## config.mk

```make
export PLATFORM = sky130hd
export DESIGN_NAME = pipe_stage_reg
export DESIGN_NICKNAME = d
export VERILOG_FILES = /design/src/rtl/pipe_pkg.sv /design/src/rtl/pipe_stage_reg_skid_slot.sv /design/src/rtl/pipe_stage_reg.sv
export SDC_FILE = /design/constraint.sdc
export NUM_CORES = 1
export LEC_CHECK = 0
export BUFFER_PORTS_ARGS = -buffer_cell sky130_fd_sc_hd__buf_2
export CAP_MARGIN = 20
export CELL_PAD_IN_SITES_DETAIL_PLACEMENT = 1
export CELL_PAD_IN_SITES_GLOBAL_PLACEMENT = 1
export CORE_MARGIN = 2
export CORE_UTILIZATION = 41
export DETAILED_ROUTE_END_ITERATION = 8
export PLACE_DENSITY_LB_ADDON = 0.12
export SYNTH_ARGS = -nofsm -noshare
export SYNTH_HDL_FRONTEND = slang
export SYNTH_SLANG_ARGS = --single-unit
```

## constraint.sdc

```tcl
create_clock -name clk -period 3 [get_ports clk]
set_input_delay 0.15 -clock clk [delete_from_list [all_inputs] [get_ports clk]]
set_output_delay 0.15 -clock clk [all_outputs]
set_load 0.005 [all_outputs]
```

## src/rtl/pipe_pkg.sv

```systemverilog
// pipe_pkg: shared widths, control-field layout and bubble encodings for pipeline stage registers
package pipe_pkg;

    localparam int CTRL_W_DEF = 16;
    localparam int DATA_W_DEF = 128;
    localparam int CNT_W_DEF  = 8;

    typedef enum logic [1:0] {
        STG_IF_ID  = 2'd0,
        STG_ID_EX  = 2'd1,
        STG_EX_MEM = 2'd2,
        STG_MEM_WB = 2'd3
    } stage_e;

    typedef enum logic [1:0] {
        OPA_RS1  = 2'd0,
        OPA_PC   = 2'd1,
        OPA_ZERO = 2'd2
    } op_a_sel_e;

    typedef enum logic [1:0] {
        ALUOP_ADD    = 2'd0,
        ALUOP_BRANCH = 2'd1,
        ALUOP_RTYPE  = 2'd2,
        ALUOP_ITYPE  = 2'd3
    } alu_op_e;

    // Packed layout, MSB first: reg_write is bit 15, funct7 occupies bits 1:0
    typedef struct packed {
        logic       reg_write;
        logic       mem_to_reg;
        logic       mem_read;
        logic       mem_write;
        logic       branch;
        logic       jump;
        op_a_sel_e  op_a_sel;
        logic       alu_src;
        alu_op_e    alu_op;
        logic [2:0] funct3;
        logic [1:0] funct7;
    } ctrl_t;

    // All-zero control never writes a register or memory, so it is safe everywhere
    localparam logic [CTRL_W_DEF-1:0] BUBBLE_IF_ID  = '0;
    localparam logic [CTRL_W_DEF-1:0] BUBBLE_ID_EX  = '0;
    localparam logic [CTRL_W_DEF-1:0] BUBBLE_EX_MEM = '0;
    localparam logic [CTRL_W_DEF-1:0] BUBBLE_MEM_WB = '0;

    function automatic logic [CTRL_W_DEF-1:0] pack_ctrl(input ctrl_t c);
        return c;
    endfunction

    function automatic ctrl_t unpack_ctrl(input logic [CTRL_W_DEF-1:0] v);
        return ctrl_t'(v);
    endfunction

    function automatic logic [CTRL_W_DEF-1:0] bubble_for(input stage_e s);
        return s == STG_IF_ID  ? BUBBLE_IF_ID  :
               s == STG_ID_EX  ? BUBBLE_ID_EX  :
               s == STG_EX_MEM ? BUBBLE_EX_MEM : BUBBLE_MEM_WB;
    endfunction

endpackage

```

## src/rtl/pipe_stage_reg_skid_slot.sv

```systemverilog
// pipe_skid_slot: one valid+ctrl+data holding slot with load and clear
module pipe_skid_slot
    import pipe_pkg::*;
#(
    parameter int                CTRL_W      = CTRL_W_DEF,
    parameter int                DATA_W      = DATA_W_DEF,
    parameter logic [CTRL_W-1:0] CTRL_BUBBLE = {CTRL_W{1'b0}}
) (
    input  logic              clk,
    input  logic              reset_n,
    input  logic              load,
    input  logic              clear,
    input  logic [CTRL_W-1:0] d_ctrl,
    input  logic [DATA_W-1:0] d_data,
    output logic              valid,
    output logic [CTRL_W-1:0] ctrl,
    output logic [DATA_W-1:0] data
);

    // Clear wins over load and parks ctrl at the bubble value; data is left as is
    always_ff @(posedge clk) begin
        if (!reset_n) begin
            valid <= 1'b0;
            ctrl  <= CTRL_BUBBLE;
            data  <= '0;
        end else if (clear) begin
            valid <= 1'b0;
            ctrl  <= CTRL_BUBBLE;
        end else if (load) begin
            valid <= 1'b1;
            ctrl  <= d_ctrl;
            data  <= d_data;
        end
    end

endmodule

```

## src/rtl/pipe_stage_reg.sv

```systemverilog
// pipe_stage_reg: valid/ready pipeline stage register with optional skid entry and flush
module pipe_stage_reg
    import pipe_pkg::*;
#(
    parameter int                CTRL_W      = CTRL_W_DEF,
    parameter int                DATA_W      = DATA_W_DEF,
    parameter logic [CTRL_W-1:0] CTRL_BUBBLE = {CTRL_W{1'b0}},
    parameter int                SKID        = 1,
    parameter int                CNT_W       = CNT_W_DEF
) (
    input  logic              clk,
    input  logic              reset_n,
    input  logic              flush,
    input  logic              in_valid,
    output logic              in_ready,
    input  logic [CTRL_W-1:0] in_ctrl,
    input  logic [DATA_W-1:0] in_data,
    output logic              out_valid,
    input  logic              out_ready,
    output logic [CTRL_W-1:0] out_ctrl,
    output logic [DATA_W-1:0] out_data,
    output logic [1:0]        occupancy,
    output logic [CNT_W-1:0]  drop_count
);

    logic              main_v, skid_v;
    logic              accept, consume;
    logic              main_load, main_clear, skid_load, skid_clear;
    logic [CTRL_W-1:0] skid_ctrl, main_d_ctrl;
    logic [DATA_W-1:0] skid_data, main_d_data;
    logic [1:0]        drop;
    logic [CNT_W:0]    cnt_sum;

    // Handshake decode: the head refills from skid first so ordering stays FIFO
    always_comb begin
        in_ready    = (SKID != 0 ? !skid_v : (!main_v | out_ready)) & !flush;
        accept      = in_valid & in_ready;
        consume     = main_v & out_ready;
        main_load   = (skid_v & consume) | (accept & (!main_v | consume));
        main_clear  = flush | (consume & !main_load);
        skid_load   = (SKID != 0) & accept & main_v & !consume;
        skid_clear  = flush | (skid_v & consume);
        main_d_ctrl = skid_v ? skid_ctrl : in_ctrl;
        main_d_data = skid_v ? skid_data : in_data;
        drop        = {1'b0, main_v & !out_ready} + {1'b0, skid_v};
        cnt_sum     = {1'b0, drop_count} + (CNT_W + 1)'(drop);
    end

    pipe_skid_slot #(
        .CTRL_W      (CTRL_W),
        .DATA_W      (DATA_W),
        .CTRL_BUBBLE (CTRL_BUBBLE)
    ) u_main (
        .clk     (clk),
        .reset_n (reset_n),
        .load    (main_load),
        .clear   (main_clear),
        .d_ctrl  (main_d_ctrl),
        .d_data  (main_d_data),
        .valid   (main_v),
        .ctrl    (out_ctrl),
        .data    (out_data)
    );

    pipe_skid_slot #(
        .CTRL_W      (CTRL_W),
        .DATA_W      (DATA_W),
        .CTRL_BUBBLE (CTRL_BUBBLE)
    ) u_skid (
        .clk     (clk),
        .reset_n (reset_n),
        .load    (skid_load),
        .clear   (skid_clear),
        .d_ctrl  (in_ctrl),
        .d_data  (in_data),
        .valid   (skid_v),
        .ctrl    (skid_ctrl),
        .data    (skid_data)
    );

    assign out_valid = main_v;
    assign occupancy = {1'b0, main_v} + {1'b0, skid_v};

    // Count entries killed by flush that downstream did not take, saturating at all-ones
    always_ff @(posedge clk) begin
        if (!reset_n)
            drop_count <= '0;
        else if (flush)
            drop_count <= cnt_sum[CNT_W] ? '1 : cnt_sum[CNT_W-1:0];
    end

endmodule

```

==> results of run 1 <==
state kept, by name, indices dropped and copies added, names as in the netlist:
signal        count
u_main.data     128
u_skid.data     128
u_main.ctrl      16
u_skid.ctrl      16
drop_count        8
u_main.valid      1
u_skid.valid      1
tightest hold or removal path, delay by kind of cell:
kind	cells	cell delay, ns
compound gates	1	0.07
buf+inv	1	0.20
simple gates	1	0.13
worst min path at each step:
stage	start	end	slack, ns	depth (start not counted)
5_1_grt	flush	drop_count[4]	0.14	3
6_report	flush	drop_count[4]	0.12	3
3_5_place_dp	in_data[43]	u_skid.data[43]	0.42	3
4_1_cts	flush	drop_count[4]	0.11	3
2_1_floorplan	in_ctrl[0]	u_skid.ctrl[0]	0.30	2
3_3_place_gp	in_data[9]	u_skid.data[9]	0.41	3
metrics by stage:
stage / instance area, sq um / std cells / hold WS (ns) / total power, mW / utilization, %
3_5_place_dp: 15200 / 2010 / 0.421 / 5.25 / 46.7
2_1_floorplan: 13500 / 1411 / 0.298 / 4.82 / -
3_3_place_gp: 15100 / 2009 / 0.414 / 5.23 / 46.7
5_1_grt: 17600 / 2212 / 0.140 / 9.68 / 54.4
6_report: 17600 / 2214 / 0.122 / 9.31 / 54.4
4_1_cts: 17600 / 2210 / 0.108 / 9.40 / 54.3
layout make-up:
type	instances	area (sq um)	area share, %
clock buffer	50	985	5.58
clock inverter	6	57.6	0.326
multi-input combinational	915	6620	37.5
timing repair buffer	476	3350	19.0
inverter	23	101	0.574
tap	442	553	3.13
antenna	4	10.0	0.0567
sequential	298	5970	33.8
cell families (layout without fill, tap and decap cells):
kind of cell | Yosys count | in the layout
AO/OA/AOI/OAI | 594 | 594
flip-flops | 298 | 298
buffers and inverters | 198 | 555
AND/OR/NAND/NOR | 172 | 172
multiplexers | 145 | 145
adder cells (fa/ha/maj) | 3 | 3
XOR/XNOR | 1 | 1
other | 0 | 4
where the power goes:
group          internal (mW)  switching [mW]
clock network           2.36            1.63
registers               4.10          0.0803
logic                  0.520           0.629
placed cells by master (no fill, tap or decap), types with 13 or more instances in the layout:
master and instances:
a2111oi_0 16, a211oi_1 26, a211oi_2 120, a21oi_1 148, a31oi_1 131, buf_12 14, buf_2 304, buf_4 13
clkbuf_16 37, dfxtp_1 297, dlygate4sd3_1 144, inv_1 20, mux2i_1 129, nand3_1 145, o21ai_0 87, o21ai_1 61
routing by layer:
metal,GRT usage (%),part of all wire [%],up-vias
li1,-,-,6001
met1,31.7,43,6265
met2,44.1,49,315
met3,5.49,5.8,63
met4,7.78,2.4,0
met5,0,0,-
==> flow_summary.json, run 1 <==
{
  "r2r_slack_ns": 0.72,
  "synth_xor_area_share_pct": 0.0649,
  "chipWidth_um": 185,
  "hold_viol": 0,
  "holdCritPathClass": "primary input to flop",
  "r2r_cells": 4,
  "ys_seq_area_share_pct": 44.2,
  "drtAntennaViolNets": 0,
  "die_y_um": 185,
  "via_per_inst": 5.71,
  "synthSimpleGateAreaFrac_pct": 6.54,
  "relSlewSlack_pct": 33.7,
  "cts-root-buf": "clkbuf_16",
  "finalWirelength_mm": 45.6,
  "min_period_ns": 2.28,
  "post_cts_resized": 0,
  "cp-end-kind": "flop",
  "clk_pin_slew_ns": 0.06,
  "crit_cells": 4,
  "yosys-mux-area-fraction_pct": 10.9,
  "dp_hpwl_mm": 25.5,
  "yosys.area.top_type": "dfxtp_1",
  "syn_nets": 1563,
  "ys_types": 41,
  "synth-warning-count": 0,
  "power.leakage_nw": 6.22,
  "grt_pass1_vias": 13300,
  "core_area_sq_um": 32500,
  "crit_end": "u_main.data[91]",
  "avgSynthCellArea_sq_um": 9.56,
  "cts_setup_buffers": 0,
  "cp_num_buf_inv": 1,
  "drive_gt1_share_pct": 29.3,
  "startpoint": "u_skid.valid",
  "synth_adder_area_share_pct": 0.334,
  "nNetsFinal": 1902,
  "clock_latency_ns": 0.50,
  "synth_top_family_by_area": "compound AO/OA/AOI/OAI gates",
  "cp_data_required_time_ns": 3.36,
  "critical-path-top-delay-family": "flip-flops",
  "overflow": 0,
  "nFillCells": 3665,
  "critPathLaunchType": "flop",
  "setup-violations-final": 0,
  "drv_cap": 0,
  "synth-seq-cells": 298,
  "pin_count": 305,
  "fin_tns_setup_ns": 0,
  "path_class": "flop to flop",
  "status": "complete, no violations",
  "path_cells": "o21ba_4 -> and3_4 -> buf_12 -> a211oi_2",
  "clock_sinks": 298,
  "ys.flop_type": "dfxtp_1",
  "powerDensity_nw_per_um2": 527,
  "areaGrowthSynthToFinish_pct": 30.8,
  "hold_buffers": 144,
  "cts_tree": "built",
  "r2r-end": "u_main.data[91]",
  "synthArstFlopShare_pct": 0,
  "antenna_found_initial": 3,
  "tightest_slew_ns": 0.995,
  "skew_ns": 0.00866,
  "syn_area_sq_um": 13500,
  "synth_top_area_share_pct": 44.2,
  "drt-initial-drc-count": 662,
  "fp-row-count": 66,
  "timing.rr.start": "u_skid.valid",
  "crit_slowest_cell": "dfxtp_4",
  "grt_pass1_wl_mm": 71.3,
  "die_area_sq_um": 34400,
  "htreeDepth": 2,
  "synth-compound-area-share_pct": 31.0,
  "pre_cts_slack_ns": 0.711,
  "cts.path.max_buffers": 3,
  "io_buffers": 304,
  "rsz0062_at_grt": "false",
  "synth_enable_flop_cells": 0,
  "critPathMaxStageDelay_ns": 0.79,
  "arrival_ns": 2.63,
  "grt_use_total_pct": 25.5,
  "slew_violations": 0,
  "yosysMostFrequentCell": "dfxtp_1",
  "synthTopCellsByArea": "dfxtp_1, a211oi_2, mux2i_1",
  "finalCritPeriodShare_pct": 75.9,
  "drc": 0,
  "layout_setup_ws_ns": 0.722,
  "peakVddDrop_v": 0.000320,
  "synth_commonest_cells": "dfxtp_1, a21oi_1, nand3_1",
  "cts_made_buffers": 36,
  "grt_max_degree": 147,
  "path_max_fanout": 63,
  "via_count": 12600,
  "wl_per_cell_um": 20.6,
  "place_congestion": 0.764,
  "syn_inst": 1411,
  "start_util_pct": 41.6,
  "max_freq_mhz": 439,
  "dr.pass1.iters": 5
}
(Power assumes the default switching activity.)
==> run 2: changes to the inputs <==
CORE_UTILIZATION = 37   (was 41)
clock period = 1.85 ns   (was 3 ns; I/O delays follow)
==> flow_summary.json, run 2 (same netlist as run 1, synthesis figures left out) <==
{
  "rsz0062_at_grt": "false",
  "r2r_slack_ns": 0.13,
  "powerDensity_nw_per_um2": 873,
  "slew_violations": 0,
  "finalCritPeriodShare_pct": 93.4,
  "critical-path-top-delay-family": "buffers and inverters",
  "hold_end": "u_skid.data[1]",
  "nFillCells": 4024,
  "r2r-end": "drop_count[4]",
  "path_max_fanout": 22,
  "place_congestion": 0.734,
  "critPathLaunchType": "flop",
  "grt_pass1_vias": 13500,
  "grt_max_degree": 135,
  "overflow": 0,
  "cp_num_buf_inv": 3,
  "cp_data_required_time_ns": 1.76,
  "peakVddDrop_v": 0.000776,
  "final_cell_mix": "buf_2, dfxtp_1, a21oi_1, nand3_1, dlygate4sd3_1",
  "die_y_um": 195,
  "areaGrowthSynthToFinish_pct": 35.8,
  "die_area_sq_um": 38000,
  "skew_ns": 0.00774,
  "reg.largest.list": "u_main.data x128, u_skid.data x128",
  "drt-initial-drc-count": 579,
  "antenna_found_initial": 4,
  "core_area_sq_um": 35700,
  "fp-row-count": 69,
  "via_count": 12800,
  "dr_wl_met2_mm": 23.4,
  "chipWidth_um": 195,
  "hp-start": "reset_n",
  "placedCellCount": 2050,
  "path_cells": "buf_12 -> buf_16 -> ha_1 -> buf_2",
  "via_per_inst": 5.64,
  "clock_latency_ns": 0.50,
  "status": "complete, no violations",
  "path_class": "flop to output port",
  "cp-end-kind": "output port",
  "dp_hpwl_mm": 27.8,
  "drive_gt1_share_pct": 31.2,
  "cts-root-buf": "clkbuf_16",
  "wl_per_cell_um": 21.1,
  "clk_pin_slew_ns": 0.06,
  "setup-violations-final": 0,
  "finalWirelength_mm": 47.9,
  "timing.rr.start": "u_main.valid",
  "critPathMaxStageDelay_ns": 0.39,
  "dr.pass1.iters": 4,
  "cts_tree": "built",
  "drv_cap": 0,
  "io_buffers": 304,
  "drtAntennaViolNets": 0,
  "cts_made_buffers": 37,
  "clock_sinks": 298,
  "r2r_cells": 8,
  "htreeDepth": 2,
  "drc": 0,
  "relSlewSlack_pct": 53.4,
  "fin_tns_setup_ns": 0,
  "hold_depth": 3,
  "cts.path.max_buffers": 3,
  "tightest_slew_ns": 0.700,
  "grt_pass1_wl_mm": 75.9,
  "power.leakage_nw": 6.54,
  "min_period_ns": 1.73,
  "final_common_cell": "buf_2",
  "wl_met1_mm": 20.9,
  "nNetsFinal": 1930,
  "stdcell_count": 2267,
  "wl_met3_mm": 2.44,
  "crit_slowest_cell": "dfxtp_4",
  "max_freq_mhz": 578,
  "holdCritPathClass": "primary input to flop",
  "arrival_ns": 1.64,
  "highest_layer": "met4",
  "start_util_pct": 37.8,
  "grt_use_total_pct": 24.4,
  "pin_count": 305,
  "hold_viol": 0
}
-- run 2: changes by cell type in the layout (fill, tap and decap cells not counted), moves of 2 or more --
cell | previous run | this run
buf_16 | 0 | 2
clkbuf_8 | 1 | 10
buf_12 | 14 | 28
bufinv_16 | 1 | 3
clkbuf_1 | 12 | 8
buf_4 | 13 | 23
-- run 2: worst max-delay path by stage --
stage / from / end / slack [ns] / cells past startpoint
after global placement: u_skid.valid / u_main.ctrl[13] / 0.13 / 4
final: u_skid.valid / occupancy[0] / 0.12 / 4
after CTS: u_main.valid / u_main.ctrl[1] / 0.09 / 4
after detailed placement: u_skid.valid / u_main.ctrl[1] / 0.09 / 4
after floorplan: u_main.valid / drop_count[4] / -0.19 / 12
after global routing: u_skid.valid / u_main.ctrl[13] / 0.04 / 5
-- run 2: cell type report --
class	count	area (sq um)	share of cell area (%)
sequential	298	5970	32.6
antenna	4	10.0	0.0546
clock buffer	55	1090	5.97
timing repair buffer	503	3810	20.8
tap	461	577	3.15
inverter	23	101	0.553
clock inverter	8	115	0.628
multi-input combinational	915	6640	36.3
-- run 2: what timing repair did --
action                                  in CTS  in global routing
buffers inserted                             4                  0
cloned                                       1                  1
endpoints found under the setup margin       2                 25
hold buffers                               144                  0
resized for setup                            1                  2
hold endpoints to repair                   253                  0
-- run 2: power breakdown --
group / total (mW) / leakage (nW) / internal (mW) / switching [mW]
registers: 6.76 / 2.43 / 6.64 / 0.120
logic: 1.95 / 3.52 / 0.899 / 1.05
clock network: 7.29 / 0.599 / 4.48 / 2.81
total: 16.0 / 6.54 / 12.0 / 3.98
-- run 2: tightest hold or removal path: stages --
cell,delay (ns)
buf_2,0.14
inv_8,0.14
a21oi_1,0.14
-- run 2: through the flow --
step | area (sq um) | power (mW) | hold slack, ns | setup WS [ns] | utilization [%]
4_1_cts | 18300 | 16.2 | 0.0560 | 0.0904 | 51.1
2_1_floorplan | 13500 | 7.82 | 0.240 | -0.194 | -
6_report | 18300 | 16.0 | 0.0604 | 0.121 | 51.2
3_5_place_dp | 15600 | 8.60 | 0.364 | 0.0886 | 43.5
3_3_place_gp | 15600 | 8.56 | 0.356 | 0.131 | 43.5
5_1_grt | 18300 | 16.6 | 0.0779 | 0.0364 | 51.2
-- run 2: routing by layer --
metal / vias up / GRT usage [%]
met5: - / 0
met4: 0 / 7.75
met3: 75 / 4.95
met2: 273 / 41.7
met1: 6375 / 30.8
li1: 6074 / -
==> run 3: changes to the inputs <==
ABC_AREA = 1   (was not set)
CORE_UTILIZATION = 35   (was 37)
==> flow_summary.json, run 3 <==
{
  "drive_gt1_share_pct": 18.8,
  "ys_seq_area_share_pct": 45.7,
  "areaGrowthSynthToFinish_pct": 34.9,
  "clock_power_share_pct": 46.1,
  "drv_cap": 0,
  "ys.flop_type": "dfxtp_1",
  "drc": 0,
  "path_max_fanout": 40,
  "final_common_cell": "nor2_1",
  "hp-start": "out_ready",
  "syn_nets": 1964,
  "overflow": 0,
  "core_area_sq_um": 36700,
  "arrival_ns": 2.23,
  "nNetsFinal": 2338,
  "critPathLaunchType": "flop",
  "cts_tree": "built",
  "grt_pass1_wl_mm": 71.4,
  "avgSynthCellArea_sq_um": 7.21,
  "netSwitchingPower_mw": 3.74,
  "fin_tns_setup_ns": 0,
  "synthArstFlopShare_pct": 0,
  "tightest_slew_ns": 0.794,
  "synth_top_area_share_pct": 45.7,
  "dp_hpwl_mm": 26.9,
  "peakVddDrop_v": 0.000671,
  "power.leakage_nw": 7.91,
  "crit_slowest_cell": "dfxtp_4",
  "fin_util_pct": 48.0,
  "place_congestion": 0.762,
  "die_y_um": 197,
  "finalWirelength_mm": 44.9,
  "cp_num_buf_inv": 3,
  "start_util_pct": 35.6,
  "via_per_inst": 5.01,
  "clock_sinks": 298,
  "setup-violations-final": 0,
  "path_class": "flop to flop",
  "synth_enable_flop_cells": 0,
  "timing.rr.start": "u_skid.valid",
  "hold_viol": 0,
  "pre_cts_slack_ns": 0.00586,
  "synth-seq-cells": 298,
  "wl_per_cell_um": 16.8,
  "pwr-share-comb_pct": 10.1,
  "pwr-share-seq_pct": 43.8,
  "finalCritPeriodShare_pct": 95.7,
  "synthTopCellsByArea": "dfxtp_1, nor2_1, nand2_1",
  "yosys.area.top_type": "dfxtp_1",
  "max_freq_mhz": 565,
  "io_buffers": 304,
  "nFillCells": 4598,
  "syn_inst": 1812,
  "fp-row-count": 70,
  "drt-initial-drc-count": 506,
  "htreeDepth": 2,
  "synth-warning-count": 0,
  "placed_cell_area_sq_um": 14900,
  "hold_end": "u_main.ctrl[4]",
  "dr.pass1.iters": 4,
  "cts_made_buffers": 37,
  "cp-end-kind": "flop",
  "clk_pin_slew_ns": 0.06,
  "chipWidth_um": 197,
  "grt_pass1_vias": 13500,
  "relSlewSlack_pct": 47.0,
  "path_cells": "buf_4 -> nor2_8 -> nand2_2 -> nor2_4 -> buf_12 -> clkbuf_8 -> o21ai_0 -> nor2_1",
  "pin_count": 305,
  "critical-path-top-delay-family": "buffers and inverters",
  "status": "complete, no violations",
  "min_period_ns": 1.77,
  "cts.path.max_buffers": 3,
  "drtAntennaViolNets": 0,
  "clock_latency_ns": 0.54,
  "slew_violations": 0,
  "holdCritPathClass": "primary input to flop",
  "powerDensity_nw_per_um2": 870,
  "synth_commonest_cells": "nor2_1, nand2_1, dfxtp_1",
  "hold_depth": 4,
  "die_area_sq_um": 38900,
  "layout_setup_ws_ns": 0.0797,
  "cts-root-buf": "clkbuf_16",
  "finalPower_mw": 15.3,
  "ys_types": 26,
  "p_int_mw": 11.6,
  "p_sw_share_pct": 24.4,
  "grt_max_degree": 161,
  "r2r_cells": 8,
  "reg.largest.list": "u_main.data x128, u_skid.data x128",
  "critPathMaxStageDelay_ns": 0.36,
  "yosysMostFrequentCell": "nor2_1",
  "skew_ns": 0.0125,
  "syn_area_sq_um": 13100,
  "cp_data_required_time_ns": 2.31,
  "grt_use_total_pct": 22.5,
  "r2r-end": "u_skid.data[118]",
  "fin_area_sq_um": 17600,
  "via_count": 13400,
  "antenna_found_initial": 4,
  "final_cell_mix": "nor2_1, nand2_1, buf_2, dfxtp_1, a21oi_1",
  "r2r_slack_ns": 0.08
}
## run 3: cell type report
cell class / instances / area [sq um] / area share, %
Antenna cell: 3 / 7.51 / 0.0426
Clock buffer: 58 / 1120 / 6.34
Clock inverter: 4 / 52.6 / 0.298
Inverter: 31 / 131 / 0.745
Multi-Input combinational cell: 1328 / 6220 / 35.3
Sequential cell: 298 / 5970 / 33.9
Tap cell: 468 / 586 / 3.32
Timing Repair Buffer: 490 / 3540 / 20.1
## run 3: repair_timing
| action | 4_1_cts | 5_1_grt |
|---|---|---|
| hold buffers | 146 | 0 |
| gates cloned | 0 | 1 |
| buffers inserted | 0 | 2 |
| pin swaps | 0 | 2 |
| endpoints found under the setup margin | 2 | 107 |
| resized for setup | 1 | 8 |
| endpoints found under the hold margin | 290 | 0 |
## run 3: how the worst max path moves through the flow
stage            startpoint          endpoint  slack (ns)  depth (start not counted)
2_1_floorplan  u_skid.valid     drop_count[6]       -0.07                         13
3_3_place_gp   u_skid.valid    u_main.ctrl[0]        0.06                          5
3_5_place_dp   u_skid.valid   u_main.ctrl[15]       0.006                          5
4_1_cts        u_skid.valid  u_skid.data[126]        0.05                          8
5_1_grt        u_skid.valid     drop_count[6]      -0.005                         10
6_report       u_skid.valid  u_skid.data[118]        0.08                          8
## run 3: cells by family after synthesis
group	share of synthesized area, %
and+or+nand+nor	26.8
AOI/OAI and AO/OA	19.9
DFF	45.7
buffers and inverters	7.17
adders and majority gates	0.345
xor gates and xnor gates	0.0670
## run 3: through the flow
stage	hold slack, ns	instances
finish	0.121	2680
detailed placement	0.336	2466
floorplan	0.206	1812
global placement	0.328	2466
CTS	0.0866	2674
global route	0.135	2680
## run 3: power by group through the flow
stage	combinational, mW	clock, mW	sequential (mW)
finish	1.55	7.07	6.71
global route	1.73	7.52	6.73
floorplan	0.703	0	6.84
detailed placement	1.30	0	6.85
CTS	1.56	7.31	6.71
global placement	1.28	0	6.84
## run 3: worst register-to-register path, cell delays in order, from the launching register on
cell and delay, ns:
dfxtp_4 0.36, buf_4 0.20, nor2_8 0.15, nand2_2 0.09, nor2_4 0.13, buf_12 0.14
clkbuf_8 0.36, o21ai_0 0.13, nor2_1 0.14
## run 3: layer usage
layer	GRT usage, %	wire length, um	vias to the layer above
li1	-	-	6697
met1	29.3	20800	6419
met2	38.1	21300	251
met3	3.60	1770	66
met4	7.13	1040	2
met5	0	11	-
